**src/rtl/imm_gen_pipe.sv**
```systemverilog
// rtl/imm_gen_pipe.sv - pipelined I/S/B/J/U immediate generator with pc+imm target and 2-entry skid buffer.
// Optional Z-type (CSR uimm) decode on imm_sel 101 is enabled by defining IMM_ZTYPE_EN.
module imm_gen_pipe #(
  parameter int XLEN   = 32,
  parameter int PC_REL = 1
) (
  input  logic            clk,
  input  logic            rst_n,
  input  logic            in_valid,
  output logic            in_ready,
  input  logic [2:0]      imm_sel,
  input  logic [24:0]     instr,
  input  logic [XLEN-1:0] pc,
  output logic            out_valid,
  input  logic            out_ready,
  output logic [XLEN-1:0] imm,
  output logic [XLEN-1:0] target,
  output logic            illegal
);

  if (XLEN != 32 && XLEN != 64) begin : g_bad_xlen
    $error("imm_gen_pipe: XLEN must be 32 or 64");
  end

  logic [31:0]     ins;
  logic [31:0]     imm32;
  logic            new_illegal;
  logic [XLEN-1:0] new_imm;
  logic [XLEN-1:0] new_target;

  // Re-align to instruction bit numbering so the field slices read like the ISA.
  assign ins = {instr, 7'b0};

  always_comb begin
    imm32       = '0;
    new_illegal = 1'b0;
    case (imm_sel)
      3'b000:  imm32 = {{20{ins[31]}}, ins[31:20]};
      3'b001:  imm32 = {{20{ins[31]}}, ins[31:25], ins[11:7]};
      3'b010:  imm32 = {{12{ins[31]}}, ins[19:12], ins[20], ins[30:21], 1'b0};
      3'b011:  imm32 = {{20{ins[31]}}, ins[7], ins[30:25], ins[11:8], 1'b0};
      3'b100:  imm32 = {ins[31:12], 12'b0};
`ifdef IMM_ZTYPE_EN
      3'b101:  imm32 = {27'b0, ins[19:15]};
`endif
      default: new_illegal = 1'b1;
    endcase
  end

  // Every 32-bit form is already correctly signed at bit 31, so one extension covers all types.
  if (XLEN == 64) begin : g_x64
    assign new_imm = {{32{imm32[31]}}, imm32};
  end else begin : g_x32
    assign new_imm = imm32;
  end

  if (PC_REL != 0) begin : g_pc_rel
    assign new_target = pc + new_imm;
  end else begin : g_no_pc_rel
    assign new_target = '0;
  end

  logic            o_valid_q, o_valid_d;
  logic [XLEN-1:0] o_imm_q, o_imm_d;
  logic [XLEN-1:0] o_target_q, o_target_d;
  logic            o_illegal_q, o_illegal_d;
  logic            s_valid_q, s_valid_d;
  logic [XLEN-1:0] s_imm_q, s_imm_d;
  logic [XLEN-1:0] s_target_q, s_target_d;
  logic            s_illegal_q, s_illegal_d;
  logic            in_fire;
  logic            o_free;

  assign in_ready = ~s_valid_q;
  assign in_fire  = in_valid & in_ready;
  assign o_free   = ~o_valid_q | out_ready;

  always_comb begin
    o_valid_d   = o_valid_q;
    o_imm_d     = o_imm_q;
    o_target_d  = o_target_q;
    o_illegal_d = o_illegal_q;
    s_valid_d   = s_valid_q;
    s_imm_d     = s_imm_q;
    s_target_d  = s_target_q;
    s_illegal_d = s_illegal_q;
    if (s_valid_q) begin
      if (out_ready) begin
        o_valid_d   = 1'b1;
        o_imm_d     = s_imm_q;
        o_target_d  = s_target_q;
        o_illegal_d = s_illegal_q;
        s_valid_d   = 1'b0;
      end
    end else begin
      if (out_ready) begin
        o_valid_d = 1'b0;
      end
      if (in_fire) begin
        if (o_free) begin
          o_valid_d   = 1'b1;
          o_imm_d     = new_imm;
          o_target_d  = new_target;
          o_illegal_d = new_illegal;
        end else begin
          s_valid_d   = 1'b1;
          s_imm_d     = new_imm;
          s_target_d  = new_target;
          s_illegal_d = new_illegal;
        end
      end
    end
  end

  always_ff @(posedge clk) begin
    if (!rst_n) begin
      o_valid_q   <= 1'b0;
      o_imm_q     <= '0;
      o_target_q  <= '0;
      o_illegal_q <= 1'b0;
      s_valid_q   <= 1'b0;
      s_imm_q     <= '0;
      s_target_q  <= '0;
      s_illegal_q <= 1'b0;
    end else begin
      o_valid_q   <= o_valid_d;
      o_imm_q     <= o_imm_d;
      o_target_q  <= o_target_d;
      o_illegal_q <= o_illegal_d;
      s_valid_q   <= s_valid_d;
      s_imm_q     <= s_imm_d;
      s_target_q  <= s_target_d;
      s_illegal_q <= s_illegal_d;
    end
  end

  assign out_valid = o_valid_q;
  assign imm       = o_imm_q;
  assign target    = o_target_q;
  assign illegal   = o_illegal_q;

endmodule

```
**config.mk**
```make
export PLATFORM = sky130hd
export DESIGN_NAME = imm_gen_pipe
export DESIGN_NICKNAME = d
export VERILOG_FILES = /design/src/rtl/imm_gen_pipe.sv
export SDC_FILE = /design/constraint.sdc
export NUM_CORES = 1
export LEC_CHECK = 0
export ABC_AREA = 1
export BUFFER_PORTS_ARGS = -buffer_cell sky130_fd_sc_hd__buf_2
export CAP_MARGIN = 20
export CORE_MARGIN = 1
export CORE_UTILIZATION = 50
export CTS_CLUSTER_SIZE = 30
export DETAILED_ROUTE_END_ITERATION = 7
export HOLD_SLACK_MARGIN = 0.08
export PLACE_DENSITY = 0.71
export SYNTH_ARGS = -nofsm -noshare
export SYNTH_HDL_FRONTEND = slang
export SYNTH_SLANG_ARGS = --single-unit
```
**constraint.sdc**
```tcl
create_clock -name clk -period 2.42 [get_ports clk]
set_input_delay 0.121 -clock clk [delete_from_list [all_inputs] [get_ports clk]]
set_output_delay 0.121 -clock clk [all_outputs]
set_load 0.03 [all_outputs]
```
# After elaboration in Yosys (flattened, before gate mapping)
# Index checks and enable logic that the tools add are counted.
[classes]
addsub = 1
eq_ne = 5
mux = 23
bitwise_logic = 5
reduce_logical = 6
[ops]
columns = ["cell", "n"]
rows = [
  ["32-bit two-way mux", 8],
  ["32-bit case mux with 5 select lines", 1],
  ["32-bit adder", 1],
  ["1-bit two-way mux", 14],
  ["3-bit by 2-bit == test with 1-bit output, second input constant", 2],
  ["3-bit AND reduction", 2],
  ["5-bit OR reduction", 1],
  ["2-bit nonzero test", 2],
  ["3-bit by 1-bit == test with 1-bit output, second input constant", 1],
  ["3-bit == test, second input constant", 1],
  ["3-bit logical NOT", 1],
  ["1-bit NOT", 3],
  ["2-bit inequality test, second input constant", 1],
  ["1-bit bitwise AND", 1],
  ["1-bit bitwise OR", 1],
]
[word_totals]
register_bits = 132
input_bits = 64
out_inout_bits = 67
elab_cells = 48

# Depth between registers and ports, before layout
# Gate-level depths: netlist (run 1).
[logic_depth]
ltp_word = 6
mapped_depth = 19
depth_no_buf = 19

# Worst setup path after synthesis (run 1)
# OpenSTA, ideal clock, no wires.
[synth_path]
path_kind = "input port to flip-flop"
from = "in imm_sel[2]"
to = "reg o_target_q[20] (netlist: target[20])"
arrival_ps = 2100
required_time_ps = 2286
setup_slack_ps = 186
cell_stages = 17
cell_sequence = "buf_2 > inv_1 > nand2_1 > o21ai_0 > ha_1 > inv_1 > fa_1 > inv_1 > nand3_1 > nand2_1 > nand3_1 > nand3_1 > nand3_1 > nand3_1 > nand3_1 > nand2_1 > a21oi_1"
[synth_between]
elab_chain_len = 6
word_cells_on_any_way = 10
[synth_lines]
columns = ["item", "line", "rtl"]
rows = [
  ["start, declared", "11", "input logic [2:0] imm_sel,"],
  ["3-bit == test, or another cell as far along", "37", "case (imm_sel)"],
  ["32-bit case mux with 5 select lines (*)", "37", ""],
  ["via imm32[0]", "26", "logic [31:0] imm32;"],
  ["32-bit adder (*)", "58", "assign new_target = pc + new_imm;"],
  ["32-bit two-way mux (*)", "100", "if (o_free) begin"],
  ["32-bit two-way mux (*)", "99", "if (in_fire) begin"],
  ["32-bit two-way mux (*)", "87", "if (s_valid_q) begin"],
  ["end signal, assigned", "128", "o_target_q <= o_target_d;"],
  ["end, declared", "65", "logic [XLEN-1:0] o_target_q, o_target_d;"],
]
# Mark *: on every way through the listed nets, which the timed path passes. The rest lies on a longest branch. The select of a mux whose other input is x is not followed.
# A chain may end at the register's enable or synchronous reset.

# Final worst setup path (run 1)
[layout_path]
from = "in instr[0]"
to = "reg o_target_q[23] (netlist: target[23])"
[layout_between]
elab_chain_len = 5
[layout_lines]
columns = ["item", "line", "rtl"]
rows = [
  ["start, declared", "12", "input logic [24:0] instr,"],
  ["32-bit case mux with 5 select lines", "37", ""],
  ["via imm32[11]", "26", ""],
  ["32-bit adder", "58", ""],
  ["32-bit two-way mux", "100", ""],
  ["32-bit two-way mux", "99", ""],
  ["32-bit two-way mux", "87", ""],
]
# The timed path passes the listed nets, and every way through them passes these cells. The select of a mux whose other input is x is not followed.

==> run summary, run 1 <==
most frequent cells in the layout: 330 x nand2_1, 181 x inv_1, 154 x nor2_1
maximum VDD drop: 0.5261 mV
critical path's most frequent cell: nand2_1
syn avg cell area: 6.202 µm²
Initial Utilization: 51.77%
Worst Tran Pin Value: 0.9114 ns
DRC errors left: 0
die area: 16420 µm²
# setup viols final: 0
hold depth: 4
setup ws final: 0.1327 ns
Synth warnings: 0
Slew headroom: 39.24%
CP Capture Type: register
max-slew violation count: 0
net count after synthesis: 1379
Post-Layout Cell Count: 1714
total iterations of the first detailed-routing run: 5
gr ovfl total: 0
CTS Sinks: 132
Inserted Clock Buffers: 17
Die X: 128.2 µm
Top Layer Used: met4
Worst path max stage delay: 0.58 ns
worst flop-to-flop path endpoint: s_target_q[16]
reg2reg setup slack: 0.64 ns
Cell variety after synth: 34
commonest non-fill, non-tap cell in the layout: nand2_1
largest net degree at the start of global routing: 80
CP max stage cell: dlygate4sd3_1
setup TNS: 0 ns
H-tree levels: 4
share of cells above drive strength 1: 20.56%
flops & latches, synth: 132
placed insts: 1677
clock slew at reported path FFs: 0.06 ns
Syn Std Cell Area: 7958 µm²
CP Class: input pin to register
Worst-Skew Late Latency: 0.44 ns
Post-Place Worst Slack: -0.3414 ns
cell count after synthesis: 1283
Worst Path Arrival: 2.61 ns
WL met3: 1523 µm
global-route wire length before repair: 41570 µm
LEAKAGE: 5.668 nW
Vias: 8880
reg2reg path depth: 7
Max clock buf depth: 2
Peak Freq: 437.2 MHz
launch point of the worst reg-to-reg path: s_valid_q
met2 routed WL: 12010 µm
metal1 wirelength: 12150 µm
status: completed
Ant. Diodes: 0
required time worst endpoint: 2.75 ns
min-delay worst type: input pin to register
dpl hpwl: 18980 µm
CP startpoint: instr[0]
Tcrit/Tclk final: 94.52%
Antenna Violating Nets Remaining: 0
die height: 128.2 µm
Rows: 45
hold path start: pc[0]
RSZ-0062 raised after global routing: yes
maxcap violations: 0
hold path endpoint: s_target_q[0]
Area Overhead vs Synth: 27.72%
CTS tree: yes
Cell Pwr Density: 681.1 nW/µm²
CTS Root Buffer Type: clkbuf_16
CP max FO: 4
endpoints failing hold: 0
Final nets: 1586
gr usage total: 33.24%
sequential area share after synthesis: 33.21%
critical path startpoint category: input pin
gpl congestion: 0.9483
wire per inst: 15.32 µm
Post-CTS Setup Bufs: 0
number of DRC markers in iteration 0: 771
vias in the first global route: 8031
Critical Path, Cell by Cell: buf_2, dlygate4sd3_1, nand3_1, nand2_1, ha_4, nand2_1, nor2_1, and2_0, nand2_2, nand2_2, nand2_1, nand3_1, nand3_1, nand2_1, a21oi_2
vias per inst: 5.181
IO Pins: 131
total core area: 15370 µm²
# port buffers: 130
Tmin final: 2.287 ns
Final Skew: 0.007616 ns
WL final: 26260 µm
initial antenna violation count: 0
per-layer routing:
metal	up-vias	global-route usage, %
met4	0	11.83
met2	310	53.20
met3	35	4.341
li1	4499	-
met1	4036	45.81
met5	-	0
logic make-up (layout without fill, tap and decap cells):
family	count (synthesis)	count (layout)	share of synthesized area [%]
XOR/XNOR	16	16	1.761
flip-flops	132	132	33.21
buffers and inverters	249	469	12.41
AO/OA/AOI/OAI	279	279	18.62
adder cells (fa/ha/maj)	32	32	5.126
AND/OR/NAND/NOR	575	575	28.88
power breakdown:
group          total [mW]  leakage (nW)  internal, mW  switching, mW
registers            2.40          1.08          2.32         0.0795
logic                1.82          4.30         0.668           1.15
clock network        2.70         0.283          1.57           1.13
worst max-delay path by stage:
stage / end / cells after the start
finish: target[23] / 15
global route: s_target_q[29] / 20
CTS: target[16] / 18
detailed placement: target[16] / 18
global placement: target[16] / 18
floorplan: target[20] / 17
metrics by stage:
stage	hold slack (ns)	total power, mW	util (%)	area, µm²
3_5_place_dp	0.3997	4.225	61.64	9475
3_3_place_gp	0.4029	4.213	61.64	9475
5_1_grt	0.1384	7.231	66.12	10160
4_1_cts	0.09738	6.911	65.89	10130
6_report	0.1149	6.922	66.12	10160
2_1_floorplan	0.2961	3.540	-	7958
state kept, by name, indices dropped and copies added, names as in the netlist:
register,flops
s_illegal_q,1
s_target_q,32
target,32
s_valid_q,1
s_imm_q,32
illegal,1
out_valid,1
imm,32
what timing repair did:
item | in CTS | in global routing
hold endpoints to repair | 4 | 0
resized for setup | 0 | 11
setup endpoints to repair | 0 | 27
hold buffers | 5 | 0
synth_stat cells (all sizes together):
master	instances	area, µm²
nand2	340	1294
a31oi	3	18.77
dfxtp	132	2643
buf	33	172.7
nor3	6	35.03
xor2	14	122.6
clkbuf	26	98.84
inv	190	715.7
a211oi	4	30.03
a21oi	139	706.9
o211ai	18	135.1
nand4	3	18.77
fa	1	20.02
a22oi	1	7.510
ha	31	387.9
a21boi	1	7.510
xnor2	2	17.52
o21ai	109	545.5
nor2	159	604.3
and2	1	6.260
o21bai	3	22.52
a21o	1	7.510
nand3	66	340.3
worst max-delay path: cells and delay by family:
kind | cells | cell delay, ns
compound gates | 1 | 0.06
fa+ha+maj | 1 | 0.35
simple gates | 11 | 1.37
buf+inv | 2 | 0.70
final cells by class:
class / instances / area [µm²]
timing repair buffer: 247 / 1567
clock inverter: 14 / 162.7
tap: 211 / 264.0
inverter: 190 / 715.7
fill: 1483 / 5207
sequential: 132 / 2644
clock buffer: 18 / 439.2
multi-input combinational: 902 / 4372
(Power assumes the default switching activity.)
==> run 2, diff against run 1 <==
Settings changed: CORE_MARGIN 1 to 5, CORE_UTILIZATION 50 to 45, PLACE_DENSITY 0.71 to 0.65.
==> run 2 against run 1 <==
Compared with the run above: via count down 2.1%; setup slack improved by 0.056 ns; fmax up 2.5%; die area grew 24%; combinational power hardly changed; utilization is 7.5 points lower; non-clock buffer count up 3; clock skew is 0.0080 ns higher; critical path type unchanged; critical endpoint is now target[27].
==> run summary, run 2 (same netlist as run 1, synthesis figures left out) <==
max-slew violation count: 0 (unchanged)
initial antenna violation count: 0 (unchanged)
Final nets: 1589 (was 1586)
launch point of the worst reg-to-reg path: s_valid_q (unchanged)
setup TNS: 0 ns (unchanged)
Top Layer Used: met4 (unchanged)
Tcrit/Tclk final: 92.22% (was 94.52%)
most frequent cells in the layout: 332 x nand2_1, 181 x inv_1, 155 x nor2_1 (was 330 x nand2_1, 181 x inv_1, 154 x nor2_1)
Antenna Violating Nets Remaining: 0 (unchanged)
share of cells above drive strength 1: 20.32% (was 20.56%)
# port buffers: 130 (unchanged)
Worst Tran Pin Value: 0.6656 ns (was 0.9114 ns)
LEAKAGE: 5.677 nW (was 5.668 nW)
Worst-Skew Late Latency: 0.43 ns (was 0.44 ns)
Die X: 143.0 µm (was 128.2 µm)
CTS Sinks: 132 (unchanged)
H-tree levels: 4 (unchanged)
CP Class: input pin to register (unchanged)
final core occ: 58.61% (was 66.12%)
Cell Pwr Density: 655.3 nW/µm² (was 681.1 nW/µm²)
placed insts: 1694 (was 1677)
largest net degree at the start of global routing: 66 (was 80)
die height: 143.0 µm (was 128.2 µm)
vias in the first global route: 7894 (was 8031)
Tmin final: 2.232 ns (was 2.287 ns)
RSZ-0062 raised after global routing: no (was yes)
Peak Freq: 448.1 MHz (was 437.2 MHz)
global-route wire length before repair: 42210 µm (was 41570 µm)
total iterations of the first detailed-routing run: 5 (unchanged)
design area: 10140 µm² (was 10160 µm²)
gpl congestion: 0.9577 (was 0.9483)
number of DRC markers in iteration 0: 766 (was 771)
worst flop-to-flop path endpoint: target[8] (was s_target_q[16])
commonest non-fill, non-tap cell in the layout: nand2_1 (unchanged)
reg2reg path depth: 8 (was 7)
maximum VDD drop: 0.4959 mV (was 0.5261 mV)
IO Pins: 131 (unchanged)
CP Capture Type: register (unchanged)
required time worst endpoint: 2.72 ns (was 2.75 ns)
WL met3: 1580 µm (was 1523 µm)
reg2reg setup slack: 0.61 ns (was 0.64 ns)
endpoints failing hold: 0 (unchanged)
Inserted Clock Buffers: 17 (unchanged)
total core area: 17300 µm² (was 15370 µm²)
status: completed (unchanged)
critical path startpoint category: input pin (unchanged)
DRC errors left: 0 (unchanged)
metal1 wirelength: 12350 µm (was 12150 µm)
CP startpoint: instr[14] (was instr[0])
gr usage total: 26.42% (was 33.24%)
maxcap violations: 0 (unchanged)
wire per inst: 15.67 µm (was 15.32 µm)
clock slew at reported path FFs: 0.06 ns (about the same)
Initial Utilization: 46.01% (was 51.77%)
gr ovfl total: 0 (unchanged)
CP max FO: 5 (was 4)
Ant. Diodes: 0 (unchanged)
Rows: 48 (was 45)
die area: 20440 µm² (was 16420 µm²)
Vias: 8691 (was 8880)
Area Overhead vs Synth: 27.39% (was 27.72%)
Placed Area: 9528 µm² (was 9475 µm²)
vias per inst: 5.021 (was 5.181)
dpl hpwl: 20090 µm (was 18980 µm)
Slew headroom: 55.63% (was 39.24%)
critical path capture point: target[27] (was target[23])
CTS tree: yes (unchanged)
CTS Root Buffer Type: clkbuf_16 (unchanged)
WL final: 27120 µm (was 26260 µm)
Post-Layout Cell Count: 1731 (was 1714)
min-delay worst type: input pin to register (unchanged)
Final Skew: 0.01563 ns (was 0.007616 ns)
met2 routed WL: 12270 µm (was 12010 µm)
Max clock buf depth: 2 (unchanged)
# setup viols final: 0 (unchanged)
Worst Path Arrival: 2.53 ns (was 2.61 ns)
[run 2: cell count changes in the layout (fill, tap and decap cells not counted), sizes merged]
| cell | previous run | this run |
|---|---|---|
| clkbuf | 18 | 19 |
| clkinvlp | 4 | 2 |
| bufinv | 2 | 0 |
| clkinv | 0 | 6 |
| inv | 198 | 195 |
| buf | 242 | 245 |
[run 2: how the worst min path moves through the flow]
| stage | from | end | slack [ns] | cells after the start |
|---|---|---|---|---|
| floorplan | out_ready | s_valid_q | 0.30 | 3 |
| global placement | out_ready | s_valid_q | 0.42 | 4 |
| detailed placement | out_ready | s_valid_q | 0.42 | 4 |
| CTS | pc[0] | s_target_q[0] | 0.15 | 4 |
| global route | instr[0] | s_imm_q[11] | 0.18 | 4 |
| finish | pc[0] | s_target_q[0] | 0.16 | 4 |
[run 2: routing by layer]
layer	GRT usage (%)	vias to the layer above
met3	3.818	43
li1	-	4494
met4	10.91	0
met1	36.15	3890
met5	0	-
met2	41.84	264
[run 2: final cells by class]
| class | count | area (µm²) |
|---|---|---|
| well taps | 225 | 281.5 |
| repair buffers | 250 | 1602 |
| inverters | 190 | 715.7 |
| fillers | 1725 | 7159 |
| clock inverters | 13 | 98.84 |
| flip-flops and latches | 132 | 2644 |
| clock buffers | 19 | 442.9 |
| multi-input cells | 902 | 4353 |
[run 2: worst max-delay path, cell delays in order]
cell and delay [ns]:
buf_2 0.12, dlygate4sd3_1 0.57, nand3_1 0.11, nand2_1 0.14, ha_1 0.40, nand2_1 0.12
nor2_1 0.20, inv_1 0.08, nor3_1 0.18, nand2_1 0.13, nand3_1 0.13, nand3_1 0.08
nand2_1 0.10, a21oi_1 0.06
[run 2: through the flow]
step	hold slack (ns)	total power, mW	setup WS (ns)
final	0.1629	6.643	0.1883
after global routing	0.1757	6.984	0.003312
after CTS	0.1462	6.669	0.1630
after detailed placement	0.4193	4.239	-0.2668
after global placement	0.4156	4.231	-0.2455
after floorplan	0.2961	3.540	0.1864
[run 2: power breakdown]
group	leakage (nW)	total, mW	switching, mW	internal [mW]
clock	0.266	2.42	1.07	1.35
sequential	1.08	2.40	0.0748	2.32
combinational	4.33	1.83	1.16	0.666
[run 2: what timing repair did]
action,4_1_cts,5_1_grt
gates resized for setup,0,7
hold buffers,5,0
setup buffers,0,0
endpoints found under the setup margin,0,11
hold endpoints to repair,4,0
==> run 3, diff against run 2 <==
Settings changed: RECOVER_POWER set to 50.
==> run 3 against run 2 <==
Compared with the run above: combinational power decreased by 2%; highest routed layer unchanged; via count is essentially flat; sequential cell count unchanged; clock-buffer cell count stayed put; largest power group unchanged; global-route usage unchanged; register-to-register slack got worse by 0.33 ns.
==> run summary, run 3 (same netlist as run 1, synthesis figures left out) <==
Final nets: 1589 (unchanged)
maxcap violations: 0 (unchanged)
Final Skew: 0.01512 ns (was 0.01563 ns)
die area: 20440 µm² (unchanged)
CTS tree: yes (unchanged)
commonest non-fill, non-tap cell in the layout: nand2_1 (unchanged)
Vias: 8694 (was 8691)
WL final: 27160 µm (was 27120 µm)
final-layout fill cell count: 1765 (was 1725)
min-delay worst type: input pin to register (unchanged)
CP Capture Type: register (unchanged)
# port buffers: 130 (unchanged)
Inserted Clock Buffers: 17 (unchanged)
H-tree levels: 4 (unchanged)
Peak Freq: 450.5 MHz (was 448.1 MHz)
Area Overhead vs Synth: 26.12% (was 27.39%)
Cell Pwr Density: 658.3 nW/µm² (was 655.3 nW/µm²)
Placed Area: 9528 µm² (unchanged)
most frequent cells in the layout: 334 x nand2_1, 182 x inv_1, 156 x nor2_1 (was 332 x nand2_1, 181 x inv_1, 155 x nor2_1)
largest net degree at the start of global routing: 66 (unchanged)
gr ovfl total: 0 (unchanged)
gpl congestion: 0.9577 (unchanged)
IO Pins: 131 (unchanged)
Worst Path Arrival: 2.52 ns (was 2.53 ns)
Slew headroom: 43.66% (was 55.63%)
RSZ-0062 raised after global routing: no (unchanged)
total iterations of the first detailed-routing run: 5 (unchanged)
gr usage total: 26.42% (unchanged)
share of cells above drive strength 1: 15.47% (was 20.32%)
dpl hpwl: 20090 µm (unchanged)
DRC errors left: 0 (unchanged)
Worst-Skew Late Latency: 0.43 ns (about the same)
CTS Sinks: 132 (unchanged)
maximum VDD drop: 0.4959 mV (about the same)
max-slew violation count: 0 (unchanged)
Max clock buf depth: 2 (unchanged)
CP Class: input pin to register (unchanged)
worst hold slack: 0.1608 ns (was 0.1629 ns)
Tcrit/Tclk final: 91.73% (was 92.22%)
Ant. Diodes: 0 (unchanged)
initial antenna violation count: 0 (unchanged)
total core area: 17300 µm² (unchanged)
die height: 143.0 µm (unchanged)
LEAKAGE: 5.416 nW (was 5.677 nW)
Initial Utilization: 46.01% (unchanged)
design area: 10040 µm² (was 10140 µm²)
critical path startpoint category: input pin (unchanged)
Tmin final: 2.220 ns (was 2.232 ns)
final core occ: 58.02% (was 58.61%)
CTS Root Buffer Type: clkbuf_16 (unchanged)
FF/Latch Area: 2643 µm² (was 2644 µm²)
clock slew at reported path FFs: 0.06 ns (about the same)
Multi-input gate area: 4340 µm² (was 4353 µm²)
required time worst endpoint: 2.72 ns (about the same)
Worst Tran Pin Value: 0.8442 ns (was 0.6656 ns)
Rows: 48 (unchanged)
Die X: 143.0 µm (unchanged)
Antenna Violating Nets Remaining: 0 (unchanged)
CP max FO: 5 (unchanged)
endpoints failing hold: 0 (unchanged)
status: completed (unchanged)
global-route wire length before repair: 42210 µm (unchanged)
vias in the first global route: 7894 (unchanged)
number of DRC markers in iteration 0: 731 (was 766)
vias per inst: 5.023 (was 5.021)
wire per inst: 15.69 µm (was 15.67 µm)
# setup viols final: 0 (unchanged)
run 3: layout make-up:
| class | count | area share (%) |
|---|---|---|
| Sequential cell | 132 | 26.33 |
| Clock inverter | 13 | 0.9849 |
| Clock buffer | 19 | 4.413 |
| Tap cell | 225 | 2.805 |
| Timing Repair Buffer | 250 | 15.09 |
| Inverter | 190 | 7.131 |
| Multi-Input combinational cell | 902 | 43.25 |
run 3: critical path, cell delays in order:
cell	delay, ns
buf_2	0.13
dlygate4sd3_1	0.57
nand3_1	0.11
nand2_1	0.14
ha_1	0.40
nand2_1	0.12
nor2_1	0.19
inv_1	0.08
nor3_1	0.17
nand2_1	0.13
nand3_1	0.13
nand3_1	0.08
nand2_1	0.10
a21oi_1	0.06
run 3: repair_timing:
item	4_1_cts	5_1_grt
hold endpoints to repair	4	0
buffers inserted	0	0
resized for setup	0	7
setup endpoints to repair	0	11
hold buffers	5	0
run 3: power breakdown:
group / internal (mW) / total, mW / switching [mW]
registers: 2.32 / 2.40 / 0.0786
logic: 0.636 / 1.79 / 1.16
clock network: 1.35 / 2.41 / 1.06
run 3: worst paths after layout:
path / slack [ns] / depth (start not counted) / from / end
worst max-delay path: 0.20 / 14 / instr[14] / target[27]
worst max register to register: 0.28 / 6 / s_valid_q / s_imm_q[7]
worst min register to register: 0.46 / 2 / target[17] / target[17]
worst min-delay path: 0.16 / 4 / instr[0] / s_imm_q[11]
run 3: per-layer routing:
metal	share of wire [%]	track usage [%]	vias up	wire (µm)
li1	-	-	4499	-
met1	45	36.15	3871	12170
met2	45	41.84	282	12290
met3	6.5	3.818	42	1774
met4	3.4	10.91	0	915
met5	0	0	-	0
run 3: stage by stage:
stage,setup TNS [ns],cells,setup slack [ns],power [mW]
after floorplan,0,1283,0.1864,3.540
after global placement,-5.947,1694,-0.2455,4.231
after detailed placement,-6.618,1694,-0.2668,4.239
after CTS,0,1731,0.1630,6.669
after global routing,0,1731,0.003310,6.955
final,0,1731,0.2000,6.607
